**src/rtl/arb_pkg.sv**
```systemverilog
// ============================================================================
// arb_pkg: shared types, mode constants and the port-index width helper for
// mem_port_arbiter.   Rev 1.0
// ============================================================================
`default_nettype none

package arb_pkg;

  typedef enum logic [0:0] {
    IDLE = 1'b0,
    BUSY = 1'b1
  } arb_state_t;

  localparam int ARB_MODE_FIXED = 0;
  localparam int ARB_MODE_RR    = 1;

  function automatic int port_idx_w(input int n);
    return (n > 1) ? $clog2(n) : 1;
  endfunction

endpackage

`default_nettype wire

```
**src/rtl/rr_priority_encoder.sv**
```systemverilog
// ============================================================================
// rr_priority_encoder: picks the first requester at or after start_ptr,
// wrapping past the top index.   Rev 1.0
// ============================================================================
`default_nettype none

module rr_priority_encoder
  import arb_pkg::*;
#(
  parameter int NUM_PORTS = 2
) (
  input  logic [NUM_PORTS-1:0]             req,
  input  logic [port_idx_w(NUM_PORTS)-1:0] start_ptr,
  output logic [NUM_PORTS-1:0]             gnt,
  output logic [port_idx_w(NUM_PORTS)-1:0] idx,
  output logic                             valid
);

  localparam int IW = port_idx_w(NUM_PORTS);

  logic [IW:0] pos;

  always_comb begin
    gnt   = '0;
    idx   = '0;
    valid = 1'b0;
    pos   = '0;
    for (int i = 0; i < NUM_PORTS; i++) begin
      // one extra bit holds start_ptr + offset before the modulo wrap
      pos = {1'b0, start_ptr} + (IW+1)'(i);
      if (pos >= (IW+1)'(NUM_PORTS)) pos = pos - (IW+1)'(NUM_PORTS);
      if (!valid && req[pos[IW-1:0]]) begin
        valid          = 1'b1;
        idx            = pos[IW-1:0];
        gnt[pos[IW-1:0]] = 1'b1;
      end
    end
  end

endmodule

`default_nettype wire

```
**src/rtl/mem_port_arbiter.sv**
```systemverilog
// ============================================================================
// mem_port_arbiter: N-master arbiter onto a single-outstanding memory port,
// round-robin or fixed priority.   Rev 1.0
// ============================================================================
`default_nettype none

module mem_port_arbiter
  import arb_pkg::*;
#(
  parameter int NUM_PORTS  = 2,
  parameter int ADDR_WIDTH = 32,
  parameter int DATA_WIDTH = 32,
  parameter int RR_MODE    = 1
) (
  input  logic                              clk,
  input  logic                              rst,
  input  logic [NUM_PORTS-1:0]              req_read,
  input  logic [NUM_PORTS-1:0]              req_write,
  input  logic [NUM_PORTS*ADDR_WIDTH-1:0]   req_address,
  input  logic [NUM_PORTS*DATA_WIDTH-1:0]   req_wdata,
  input  logic [NUM_PORTS*DATA_WIDTH/8-1:0] req_byte_enable,
  output logic [NUM_PORTS-1:0]              req_resp,
  output logic [DATA_WIDTH-1:0]             req_rdata,
  output logic                              mem_read,
  output logic                              mem_write,
  output logic [ADDR_WIDTH-1:0]             mem_address,
  output logic [DATA_WIDTH-1:0]             mem_wdata,
  output logic [DATA_WIDTH/8-1:0]           mem_byte_enable,
  input  logic                              mem_resp,
  input  logic [DATA_WIDTH-1:0]             mem_rdata
);

  localparam int IW   = port_idx_w(NUM_PORTS);
  localparam int BE_W = DATA_WIDTH / 8;

  arb_state_t           state_q, state_d;
  logic [IW-1:0]        rr_ptr_q, rr_ptr_d;
  logic [NUM_PORTS-1:0] grant_q, grant_d;
  logic                 mem_read_q, mem_read_d;
  logic                 mem_write_q, mem_write_d;
  logic [ADDR_WIDTH-1:0] addr_q, addr_d;
  logic [DATA_WIDTH-1:0] wdata_q, wdata_d;
  logic [BE_W-1:0]       be_q, be_d;

  logic [ADDR_WIDTH-1:0] addr_arr [NUM_PORTS];
  logic [DATA_WIDTH-1:0] wdata_arr [NUM_PORTS];
  logic [BE_W-1:0]       be_arr [NUM_PORTS];

  for (genvar g = 0; g < NUM_PORTS; g++) begin : g_unpack
    assign addr_arr[g]  = req_address[g*ADDR_WIDTH +: ADDR_WIDTH];
    assign wdata_arr[g] = req_wdata[g*DATA_WIDTH +: DATA_WIDTH];
    assign be_arr[g]    = req_byte_enable[g*BE_W +: BE_W];
  end

  logic [NUM_PORTS-1:0] enc_gnt;
  logic [IW-1:0]        enc_idx;
  logic                 enc_valid;
  logic [IW-1:0]        start_ptr;

  assign start_ptr = (RR_MODE == ARB_MODE_RR) ? rr_ptr_q : '0;

  rr_priority_encoder #(
    .NUM_PORTS (NUM_PORTS)
  ) u_enc (
    .req       (req_read | req_write),
    .start_ptr (start_ptr),
    .gnt       (enc_gnt),
    .idx       (enc_idx),
    .valid     (enc_valid)
  );

  always_comb begin
    state_d     = state_q;
    rr_ptr_d    = rr_ptr_q;
    grant_d     = grant_q;
    mem_read_d  = mem_read_q;
    mem_write_d = mem_write_q;
    addr_d      = addr_q;
    wdata_d     = wdata_q;
    be_d        = be_q;
    case (state_q)
      IDLE: begin
        if (enc_valid) begin
          state_d     = BUSY;
          grant_d     = enc_gnt;
          // a port raising both strobes gets a write
          mem_write_d = req_write[enc_idx];
          mem_read_d  = req_read[enc_idx] & ~req_write[enc_idx];
          addr_d      = addr_arr[enc_idx];
          wdata_d     = wdata_arr[enc_idx];
          be_d        = be_arr[enc_idx];
          if (RR_MODE == ARB_MODE_RR) begin
            rr_ptr_d = (enc_idx == IW'(NUM_PORTS-1)) ? '0 : enc_idx + IW'(1);
          end
        end
      end
      BUSY: begin
        if (mem_resp) begin
          state_d     = IDLE;
          mem_read_d  = 1'b0;
          mem_write_d = 1'b0;
        end
      end
      default: state_d = IDLE;
    endcase
  end

  always_ff @(posedge clk or posedge rst) begin
    if (rst) begin
      state_q     <= IDLE;
      rr_ptr_q    <= '0;
      grant_q     <= '0;
      mem_read_q  <= 1'b0;
      mem_write_q <= 1'b0;
      addr_q      <= '0;
      wdata_q     <= '0;
      be_q        <= '0;
    end else begin
      state_q     <= state_d;
      rr_ptr_q    <= rr_ptr_d;
      grant_q     <= grant_d;
      mem_read_q  <= mem_read_d;
      mem_write_q <= mem_write_d;
      addr_q      <= addr_d;
      wdata_q     <= wdata_d;
      be_q        <= be_d;
    end
  end

  logic resp_fire;
  assign resp_fire       = (state_q == BUSY) && mem_resp;
  assign req_resp        = resp_fire ? grant_q : '0;
  assign req_rdata       = resp_fire ? mem_rdata : '0;
  assign mem_read        = mem_read_q;
  assign mem_write       = mem_write_q;
  assign mem_address     = addr_q;
  assign mem_wdata       = wdata_q;
  assign mem_byte_enable = be_q;

`ifndef SYNTHESIS
  always @(posedge clk) begin
    if (!rst) assert (!(|(req_read & req_write)));
  end
`endif

endmodule

`default_nettype wire

```
**config.mk**
```make
export PLATFORM = sky130hd
export DESIGN_NAME = mem_port_arbiter
export DESIGN_NICKNAME = d
export VERILOG_FILES = /design/src/rtl/arb_pkg.sv /design/src/rtl/rr_priority_encoder.sv /design/src/rtl/mem_port_arbiter.sv
export SDC_FILE = /design/constraint.sdc
export NUM_CORES = 1
export LEC_CHECK = 0
export ABC_AREA = 1
export BUFFER_PORTS_ARGS = -buffer_cell sky130_fd_sc_hd__buf_2
export CAP_MARGIN = 10
export CORE_AREA = 4 4 106 108
export DETAILED_ROUTE_END_ITERATION = 8
export DIE_AREA = 0 0 110 112
export PLACE_DENSITY = 0.82
export SLEW_MARGIN = 5
export SYNTH_ARGS = -nofsm -noshare
export SYNTH_HDL_FRONTEND = slang
export SYNTH_SLANG_ARGS = --single-unit
```
**constraint.sdc**
```tcl
create_clock -name clk -period 4.2 [get_ports clk]
set_input_delay 0.42 -clock clk [delete_from_list [all_inputs] [get_ports clk]]
set_output_delay 0.42 -clock clk [all_outputs]
set_load 0.02 [all_outputs]
```
### Word-level counts from Yosys, hierarchy flattened

Index checks and enable logic that the tools add are counted.

* add/subtract/negate cells: 4
* magnitude comparators: 8
* eq/ne operators: 2
* multiplexer cells: 40
* bitwise logic cells: 6
* reductions and logical operators: 7

Operators with widths (number)
* $mux W32: 7
* $mux W1: 22
* $mux W4: 3
* $lt A1 B2 Y1 const B: 3
* $mux W2: 3
* $pmux W1 S2: 3
* $ge A2 B2 Y1 const B: 2
* $logic_and A1 B1 Y1: 4
* $ne A2 B2 Y1 const B: 2
* $or A2 B2 Y2: 2
* $reduce_and A2 Y1: 2
* $add A1 B1 Y2 const B: 1
* $demux W1 S1: 2
* $ge A1 B1 Y1 const B: 2
* $ge A1 B2 Y1 const B: 1
* $not A1 Y1: 2
* $not A1 Y2: 1
* $sub A1 B1 Y1 const B: 2
* $add A1 B1 Y1 const B: 1
* $and A1 B1 Y1: 1
* $logic_not A1 Y1: 1

* bits in registers: 74
* input port bits: 175
* output and inout port bits: 104
* logic and storage cells: 75

### Logic depth before layout (Yosys ltp)

Gate-level depths: netlist of the first run.

* depth after elaboration: 14
* mapped depth: 8
* mapped depth without buffers: 6

### Hierarchy

Synthesis of the first run repeated with hierarchy kept, for this count alone.

* cells, all modules: 551
* area total of the unflattened synthesis: 4274.1 um^2

Modules (own cells, without submodules)
* mem_port_arbiter: instances 1, cells each 544, area an instance 4244.1 um^2, sequential area each 1851.8 um^2
* rr_priority_encoder: instances 1, cells each 7, area an instance 30.0 um^2, sequential area each 0.0 um^2

### Worst setup path before layout of the first run

Ideal clock, no wire load.

* kind: input to output
* from: input port mem_resp
* to: output port req_rdata[0]
* arrival time: 1.072 ns
* required time: 3.780 ns
* path slack: 2.708 ns
* stages on the path: 3
* buffers on the path: 1
* cells stage by stage: nand2_1 clkbuf_1 nor2_1

* longest elaborated chain between the ends: 2

RTL lines
* start: declaration: line mem_port_arbiter.sv:29 `input logic mem_resp,`
* $logic_and A1 B1 Y1: line mem_port_arbiter.sv:131 `assign resp_fire = (state_q == BUSY) && mem_resp;`
* $mux W32: line mem_port_arbiter.sv:133 `assign req_rdata = resp_fire ? mem_rdata : '0;`
* end: declaration: line mem_port_arbiter.sv:23 `output logic [DATA_WIDTH-1:0] req_rdata,`

Every way passes these cells.

### Final worst setup path of the first run

* from: register state_q
* to: output port req_resp[0]

* longest elaborated chain between the ends: 2

RTL lines
* start: declaration: line mem_port_arbiter.sv:36 `arb_state_t state_q, state_d;`
* start signal: assignment: line mem_port_arbiter.sv:119 `state_q <= state_d;`
* $logic_and A1 B1 Y1: line mem_port_arbiter.sv:131
* $mux W2: line mem_port_arbiter.sv:132 `assign req_resp = resp_fire ? grant_q : '0;`
* end: declaration: line mem_port_arbiter.sv:22 `output logic [NUM_PORTS-1:0] req_resp,`

Every way passes these cells.

==> impl_metrics.py, run 1 <==
metrics = {
    "global_route": {
        "antenna_found_initial": 0,
        "grt_pass1_vias": 4762,
        "grt_pass1_wl_um": 23200,
        "grtUsageTotal": 0.233,
        "grt_max_degree": 75,
        "grt_overflow": 0,
    },
    "clock_tree": {
        "postCtsSetupRepairBufs": 0,
        "clkTransAtPathRegs_ps": 70,
        "ctsResizeCount": 0,
        "cts_hold_buf": 0,
        "clock_sinks": 74,
        "htreeDepth": 3,
        "cts_buffer_depth": 2,
        "cts_made_buffers": 9,
        "cts_root_buf": "clkbuf_8",
        "clk_latency_ps": 330,
        "cts_tree": "done",
    },
    "logic_synthesis": {
        "synth_cells": 694,
        "syn_avg_cell_area_um2": 6.51,
        "synth_area_um2": 4520,
        "synth_ff_type": "dfrtp_1",
        "syn-num-nets": 869,
        "synth_top_area_cell": "dfrtp_1",
        "yosysMostFrequentCell": "nand3_1",
        "netlist_top_cells_area": "dfrtp_1 (41%), nand3_1 (23%), inv_1 (14%), nand2_1 (12%), nor2_1 (3.0%)",
        "synth-edff-count": 0,
        "yosys.area.top_type_share": 0.410,
        "ys.warnings.count": 0,
        "synth_top_cells_by_count": "nand3_1 (206), inv_1 (174), nand2_1 (147)",
        "synth_cell_type_count": 13,
        "ys_ff_latch": 74,
        "seq_area_frac_synth": 0.410,
        "async_flop_share": 1.00,
    },
    "power": {
        "comb_power_share": 0.562,
        "p_clk_frac": 0.118,
        "total_power_uw": 4010,
        "p_sw_uw": 1980,
        "seq_power_share": 0.320,
        "ir_worst_vdd_mv": 0.298,
        "switching_share": 0.495,
        "power_density_nw_per_um2": 656,
        "intPower_uw": 2020,
        "p_leak_uw": 0.00407,
    },
    "layout": {
        "area_growth_pct": 35.1,
        "diodes": 0,
        "nets": 1120,
        "drive_gt1_frac": 0.324,
        "postLayoutCellArea_um2": 6100,
    },
    "timing": {
        "clock_skew_ps": 6.28,
        "slew_headroom": 0.271,
        "fin_crit_sh": 0.551,
        "slew_viol_final": 0,
        "setup_ws_ps": 1890,
        "fmax_ghz": 0.432,
        "finalCriticalPeriod_ps": 2310,
        "final-setup-viol-count": 0,
        "holdWs_ps": 216,
        "worstMarginPinSlew_ps": 1090,
        "finalHoldViolations": 0,
        "rsz0062_at_grt": "false",
        "tns_ps": 0,
    },
    "floorplan": {
        "core_area_um2": 10200,
        "pin_count": 279,
        "die_height_um": 112,
        "die_w_um": 110,
        "rows": 37,
        "initial_utilization": 0.442,
        "dieArea_um2": 12300,
    },
    "critical_path": {
        "cp.arrival_ps": 1890,
        "worst_setup_path_start_kind": "flop",
        "crit_end": "req_resp[0]",
        "crit_type": "flop to output port",
        "cp-startpoint": "state_q",
        "endpoint_kind": "output port",
        "reg2reg_setup_slack_ps": 2310,
        "critical_path.max_fanout": 36,
        "ff2ff_path_depth": 6,
        "r2r_end": "grant_q[0]",
        "r2r_start": "state_q",
        "worst_ep_required_time_ps": 3780,
    },
    "place": {
        "pre_cts_ws_ps": 1840,
        "dpl_cell_area_um2": 5920,
        "hpwl_um": 10300,
        "finalWeightedCongestion": 0.821,
        "portBuffers": 278,
    },
    "min_path": {
        "hold_class": "input port to async pin",
    },
    "outcome": {
        "status": "completed",
    },
    "routing": {
        "dr.first_iter.drc_count": 587,
        "routed_wl_um": 14600,
        "drc": 0,
        "dr.pass1.iters": 7,
        "wire_per_inst_um": 13.5,
        "vias_per_cell": 4.70,
        "route.vias.total": 5094,
        "drtAntennaViolNets": 0,
    },
    "flow_run": {
        "maxCapViolations": 0,
    },
}
cell families (layout without fill, tap and decap cells):
logic type	after synthesis	in the layout	share of synthesized area
buf+inv	222	476	0.198
compound gates	7	7	0.00941
simple gates	391	391	0.383
flops	74	74	0.410
registers in the layout, summed over array words and instances, names as in the netlist:
register and count:
mem_address 32, state_q 1, mem_read 1, mem_write 1, mem_byte_enable 4, mem_wdata 32
grant_q 2, rr_ptr_q 1
worst max-delay path: stages, from the launching register on:
cell and delay (ps):
dfrtp_1 350, nand2_1 600, nor2_1 370, buf_2 230
cells in the final DEF (no fill, tap or decap):
cell type	Yosys	routed
inv_1	174	173
buf_4	7	7
nand3_1	206	206
clkbuf_1	21	1
clkinv_2	0	3
buf_2	16	278
clkinvlp_4	0	1
nand2_2	2	3
o21ai_4	0	2
nor2_1	36	36
buf_16	0	1
inv_2	2	2
nand2_1	147	146
dfrtp_1	74	74
clkbuf_8	0	10
o21ai_0	5	5
power by group through the flow:
stage,registers (µW),logic (µW),clock network [µW]
3_5_place_dp,1280,2250,0
2_1_floorplan,1690,1090,0
5_1_grt,1320,2490,528
4_1_cts,1280,2250,493
6_report,1280,2250,474
3_3_place_gp,1280,2210,0
worst min-delay path by stage:
stage,cells past startpoint,start,to
global route,2,rst,mem_address[28]
finish,2,rst,mem_wdata[3]
detailed placement,2,mem_byte_enable[0],mem_byte_enable[0]
floorplan,2,grant_q[1],grant_q[1]
CTS,2,rst,mem_wdata[3]
global placement,2,mem_address[11],mem_address[11]
per-stage QoR:
stage / instances / utilization
3_3_place_gp: 1069 / 0.578
5_1_grt: 1084 / 0.597
4_1_cts: 1083 / 0.594
2_1_floorplan: 694 / -
6_report: 1084 / 0.597
3_5_place_dp: 1069 / 0.578
layer usage:
| layer | wire, µm | vias to the layer above | GRT usage |
|---|---|---|---|
| met2 | 6940 | 231 | 0.374 |
| li1 | - | 2582 | - |
| met1 | 6220 | 2260 | 0.319 |
| met4 | 215 | 0 | 0.0549 |
| met3 | 1250 | 21 | 0.0528 |
| met5 | 0 | - | 0 |
layout make-up:
class	count	area [µm²]
clock buffers	11	141
clock inverters	3	17.5
fillers	1004	4130
inverters	176	662
multi-input cells	398	1790
flip-flops and latches	74	1850
well taps	136	170
repair buffers	286	1470
Power figures use the tool's default switching activity.
==> run 2: changes to the inputs <==
CORE_AREA = 4 4 107 109   (was 4 4 106 108)
DIE_AREA = 0 0 111 113   (was 0 0 110 112)
PLACE_DENSITY = 0.8   (was 0.82)
clock period = 2.35 ns   (was 4.2 ns; I/O delays follow)
==> run 2 against run 1 <==
Cell area is 1.5% higher. Worst setup slack worse by 1400 ps. Non-clock buffer count grew 3. Critical path type unchanged. Sequential share of layout area shrank 0.45 points. Critical path depth rose by 1. First-iteration DRC count decreased by 7.5%. Final cell count is 0.65% higher. Worst hold slack got worse by 110 ps. Clock power is 120% higher. Highest routed layer unchanged. Sequential power is 80% higher. Register-to-register slack lost 1800 ps.
==> impl_metrics.py, run 2 (synthesized netlist as in run 1, its figures left out) <==
metrics = {
    "outcome": {
        "status": "completed",
    },
    "routing": {
        "route.vias.total": 5207,
        "vias_per_cell": 4.77,
        "dr.first_iter.drc_count": 543,
        "dr.pass1.iters": 6,
        "drc": 0,
        "drtAntennaViolNets": 0,
        "wire_per_inst_um": 13.3,
        "routed_wl_um": 14500,
    },
    "place": {
        "hpwl_um": 10300,
        "finalWeightedCongestion": 0.846,
        "portBuffers": 278,
        "pre_cts_ws_ps": 379,
    },
    "global_route": {
        "grt_pass1_vias": 4774,
        "grt-busiest-layer": "met2",
        "antenna_found_initial": 0,
        "grt_max_degree": 75,
        "met3_usage": 0.0481,
        "grt_pass1_wl_um": 23400,
        "met1_usage": 0.302,
        "grt_use_met2": 0.362,
        "grt_overflow": 0,
        "grtUsageTotal": 0.224,
    },
    "layout": {
        "area_growth_pct": 37.1,
        "most-common-layout-cells": "buf_2 (278), nand3_1 (206), inv_1 (173)",
        "nets": 1123,
        "final_common_cell": "buf_2",
        "drive_gt1_frac": 0.326,
        "final_core_util": 0.584,
        "diodes": 0,
    },
    "critical_path": {
        "critPathSlowestCell": "dfrtp_1",
        "ff2ff_path_depth": 6,
        "cpPeakStageDelay_ps": 380,
        "reg2reg_setup_slack_ps": 560,
        "worst_ep_required_time_ps": 2120,
        "endpoint_kind": "output port",
        "cp.arrival_ps": 1650,
        "cp_cell_sequence": "nand2_1, buf_4, nor2_1, buf_2",
        "critical_path.max_fanout": 23,
        "crit_type": "flop to output port",
        "r2r_end": "mem_address[16]",
        "r2r_start": "state_q",
        "worst_setup_path_start_kind": "flop",
    },
    "clock_tree": {
        "clk_latency_ps": 340,
        "cts_tree": "done",
        "postCtsSetupRepairBufs": 0,
        "cts_made_buffers": 9,
        "ctsResizeCount": 0,
        "clkTransAtPathRegs_ps": 80,
        "cts_root_buf": "clkbuf_8",
        "clock_sinks": 74,
        "cts_buffer_depth": 2,
        "cts_hold_buf": 1,
        "htreeDepth": 3,
    },
    "timing": {
        "clock_skew_ps": 17.3,
        "slew_headroom": 0.249,
        "rsz0062_at_grt": "false",
        "tns_ps": 0,
        "fmax_ghz": 0.531,
        "finalCriticalPeriod_ps": 1880,
        "final-setup-viol-count": 0,
        "worstMarginPinSlew_ps": 1120,
        "setup_ws_ps": 466,
        "finalHoldViolations": 0,
        "fin_crit_sh": 0.802,
        "slew_viol_final": 0,
    },
    "power": {
        "intPower_uw": 3820,
        "p_sw_uw": 3560,
        "p_clk_frac": 0.143,
        "power_density_nw_per_um2": 1190,
        "seq_power_share": 0.311,
        "ir_worst_vdd_mv": 0.660,
        "comb_power_share": 0.546,
        "p_leak_uw": 0.00411,
        "switching_share": 0.483,
    },
    "floorplan": {
        "pin_count": 279,
        "dieArea_um2": 12500,
        "rows": 38,
        "die_height_um": 113,
        "die_w_um": 111,
        "core_area_um2": 10600,
        "initial_utilization": 0.426,
    },
    "min_path": {
        "worst_hold_path.num_cells": 2,
        "hold_class": "input port to flop",
        "worstHoldEndpoint": "state_q",
        "hp-start": "mem_resp",
    },
    "flow_run": {
        "maxCapViolations": 0,
    },
}
## run 2: changes by cell type in the layout (fill, tap and decap cells not counted), sizes merged
cell,before,now
bufinv,0,2
inv,175,176
clkbuf,11,9
clkinv,3,2
dlygate4sd3,0,1
buf,286,288
## run 2: stage by stage
step,cells,total power (µW),instance area (µm²),hold WS (ps)
floorplan,694,4970,4520,343
global placement,1076,6270,5980,353
detailed placement,1076,6370,5980,360
CTS,1091,7450,6200,74.8
global route,1091,7970,6200,78.4
finish,1091,7380,6200,102
## run 2: how the worst max path moves through the flow
stage	cells after the start	end	slack (ps)	startpoint
floorplan	1	grant_q[0]	230	rst
global placement	6	rr_ptr_q	440	req_write[0]
detailed placement	6	grant_q[0]	380	req_write[0]
CTS	4	req_resp[0]	420	state_q
global route	4	req_resp[0]	330	state_q
finish	4	req_resp[0]	470	state_q
## run 2: power groups by stage
stage          Combinational [µW]  Clock (µW)  Sequential [µW]
6_report                     4030        1050             2300
5_1_grt                      4460        1140             2380
4_1_cts                      4070        1090             2290
3_5_place_dp                 4080           0             2290
3_3_place_gp                 3980           0             2290
2_1_floorplan                1950           0             3020
## run 2: metal layers
| layer | up-vias | routed length, µm |
|---|---|---|
| met5 | - | 0 |
| met4 | 0 | 195 |
| met3 | 16 | 1150 |
| met2 | 237 | 7140 |
| met1 | 2365 | 6050 |
| li1 | 2589 | - |
## run 2: worst max-delay path, delay by kind of cell, from the launching register on
kind | cells | cell delay, ps
and+or+nand+nor | 2 | 420
DFF | 1 | 380
buffers and inverters | 2 | 500
## run 2: final cells by class
| cell class | instances | area, µm² |
|---|---|---|
| Clock buffer | 9 | 124 |
| Clock inverter | 5 | 81.3 |
| Fill cell | 1072 | 4410 |
| Inverter | 176 | 661 |
| Multi-Input combinational cell | 398 | 1790 |
| Sequential cell | 74 | 1850 |
| Tap cell | 140 | 175 |
| Timing Repair Buffer | 289 | 1510 |
==> run 3: changes to the inputs <==
clock period = 1.97 ns   (was 2.35 ns; I/O delays follow)
==> run 3 against run 2 <==
Sequential power is 19% higher. Combinational power rose by 20%. Utilization rose by 0.77 points. Register-to-register slack about the same. Critical path depth unchanged. Power up 23%. Clock skew fell by 7.4 ps. Sequential share of layout area fell by 0.39 points. Global-route usage down 0.60 points. Routed wire length decreased by 1.5%. Largest power group unchanged. Die area is the same.
==> impl_metrics.py, run 3 (synthesized netlist as in run 1, its figures left out) <==
metrics = {
    "clock_tree": {
        "postCtsSetupRepairBufs": 0,
        "clock_sinks": 74,
        "clk_latency_ps": 330,
        "cts_tree": "done",
        "cts_root_buf": "clkbuf_8",
        "clkTransAtPathRegs_ps": 80,
        "htreeDepth": 3,
        "cts_made_buffers": 9,
        "cts_buffer_depth": 2,
    },
    "floorplan": {
        "dieArea_um2": 12500,
        "core_area_um2": 10600,
        "rows": 38,
        "initial_utilization": 0.426,
        "die_height_um": 113,
        "die_w_um": 111,
        "pin_count": 279,
    },
    "critical_path": {
        "ff2ff_path_depth": 5,
        "reg2reg_setup_slack_ps": 570,
        "worst_ep_required_time_ps": 1770,
        "r2r_start": "rr_ptr_q",
        "cp-startpoint": "state_q",
        "endpoint_kind": "output port",
        "worst_setup_path_start_kind": "flop",
        "cp.arrival_ps": 1450,
        "r2r_end": "mem_wdata[17]",
        "crit_end": "req_rdata[13]",
        "crit_type": "flop to output port",
        "critical_path.max_fanout": 33,
    },
    "routing": {
        "route.vias.total": 5203,
        "drc": 0,
        "routed_wl_um": 14300,
        "dr.first_iter.drc_count": 503,
        "drtAntennaViolNets": 0,
        "vias_per_cell": 4.74,
        "wire_per_inst_um": 13.0,
        "dr.pass1.iters": 8,
    },
    "layout": {
        "area_growth_pct": 38.9,
        "nets": 1127,
        "drive_gt1_frac": 0.329,
        "most-common-layout-cells": "buf_2 (278), nand3_1 (206), inv_1 (173)",
        "final_common_cell": "buf_2",
        "diodes": 0,
    },
    "global_route": {
        "grt_pass1_vias": 4717,
        "grt_pass1_wl_um": 22800,
        "grt_overflow": 0,
        "antenna_found_initial": 0,
        "grtUsageTotal": 0.218,
        "grt_max_degree": 75,
    },
    "timing": {
        "clock_skew_ps": 9.92,
        "finalCriticalPeriod_ps": 1650,
        "fmax_ghz": 0.605,
        "worstMarginPinSlew_ps": 710,
        "tns_ps": 0,
        "finalHoldViolations": 0,
        "rsz0062_at_grt": "false",
        "final-setup-viol-count": 0,
        "slew_viol_final": 0,
        "fin_crit_sh": 0.839,
        "slew_headroom": 0.525,
    },
    "flow_run": {
        "maxCapViolations": 0,
    },
    "place": {
        "portBuffers": 278,
        "hpwl_um": 10300,
        "finalWeightedCongestion": 0.851,
    },
    "outcome": {
        "status": "completed",
    },
    "power": {
        "power_density_nw_per_um2": 1440,
        "p_leak_uw": 0.00415,
        "ir_worst_vdd_mv": 0.668,
        "total_power_uw": 9040,
    },
    "min_path": {
        "hold_class": "input port to flop",
        "hp-start": "mem_resp",
    },
}
run 3: cell type report:
type | count | area [µm²]
fillers | 1015 | 4320
flip-flops and latches | 74 | 1850
multi-input cells | 398 | 1790
repair buffers | 293 | 1540
inverters | 176 | 664
well taps | 140 | 175
clock buffers | 12 | 155
clock inverters | 4 | 97.6
run 3: how the worst min path moves through the flow:
stage / depth (start not counted) / endpoint / slack [ps]
after floorplan: 1 / state_q / 300
after global placement: 3 / mem_wdata[31] / 340
after detailed placement: 3 / mem_wdata[10] / 350
after CTS: 2 / state_q / 50
after global routing: 2 / state_q / 70
final: 2 / state_q / 80
run 3: per-layer routing:
metal | track usage | vias up | wire length (µm)
met4 | 0.0698 | 0 | 210
li1 | - | 2602 | -
met1 | 0.293 | 2302 | 5880
met5 | 0 | - | 0
met2 | 0.345 | 281 | 6720
met3 | 0.0594 | 18 | 1500
run 3: repair_timing:
item,CTS,global route
hold buffers,1,0
endpoints found under the hold margin,74,0
resized for setup,0,0
run 3: per-stage QoR:
stage	utilization	area, µm²	std cells	hold WS, ps	setup WS (ps)
floorplan	-	4520	694	305	783
CTS	0.592	6280	1097	51.9	310
detailed placement	0.567	6020	1080	346	327
global route	0.592	6280	1097	74.3	190
global placement	0.567	6020	1080	338	399
finish	0.592	6280	1097	75.4	318
run 3: power breakdown:
part           internal [µW]  total (µW)  switching [µW]
clock                    912        1460             547
combinational           1590        4850            3260
sequential              2300        2730             435
total                   4800        9040            4240
run 3: critical path: stages (launching register included):
cell and delay, ps:
dfrtp_1 380, nand2_1 140, buf_4 340, nor2_1 90, buf_2 170
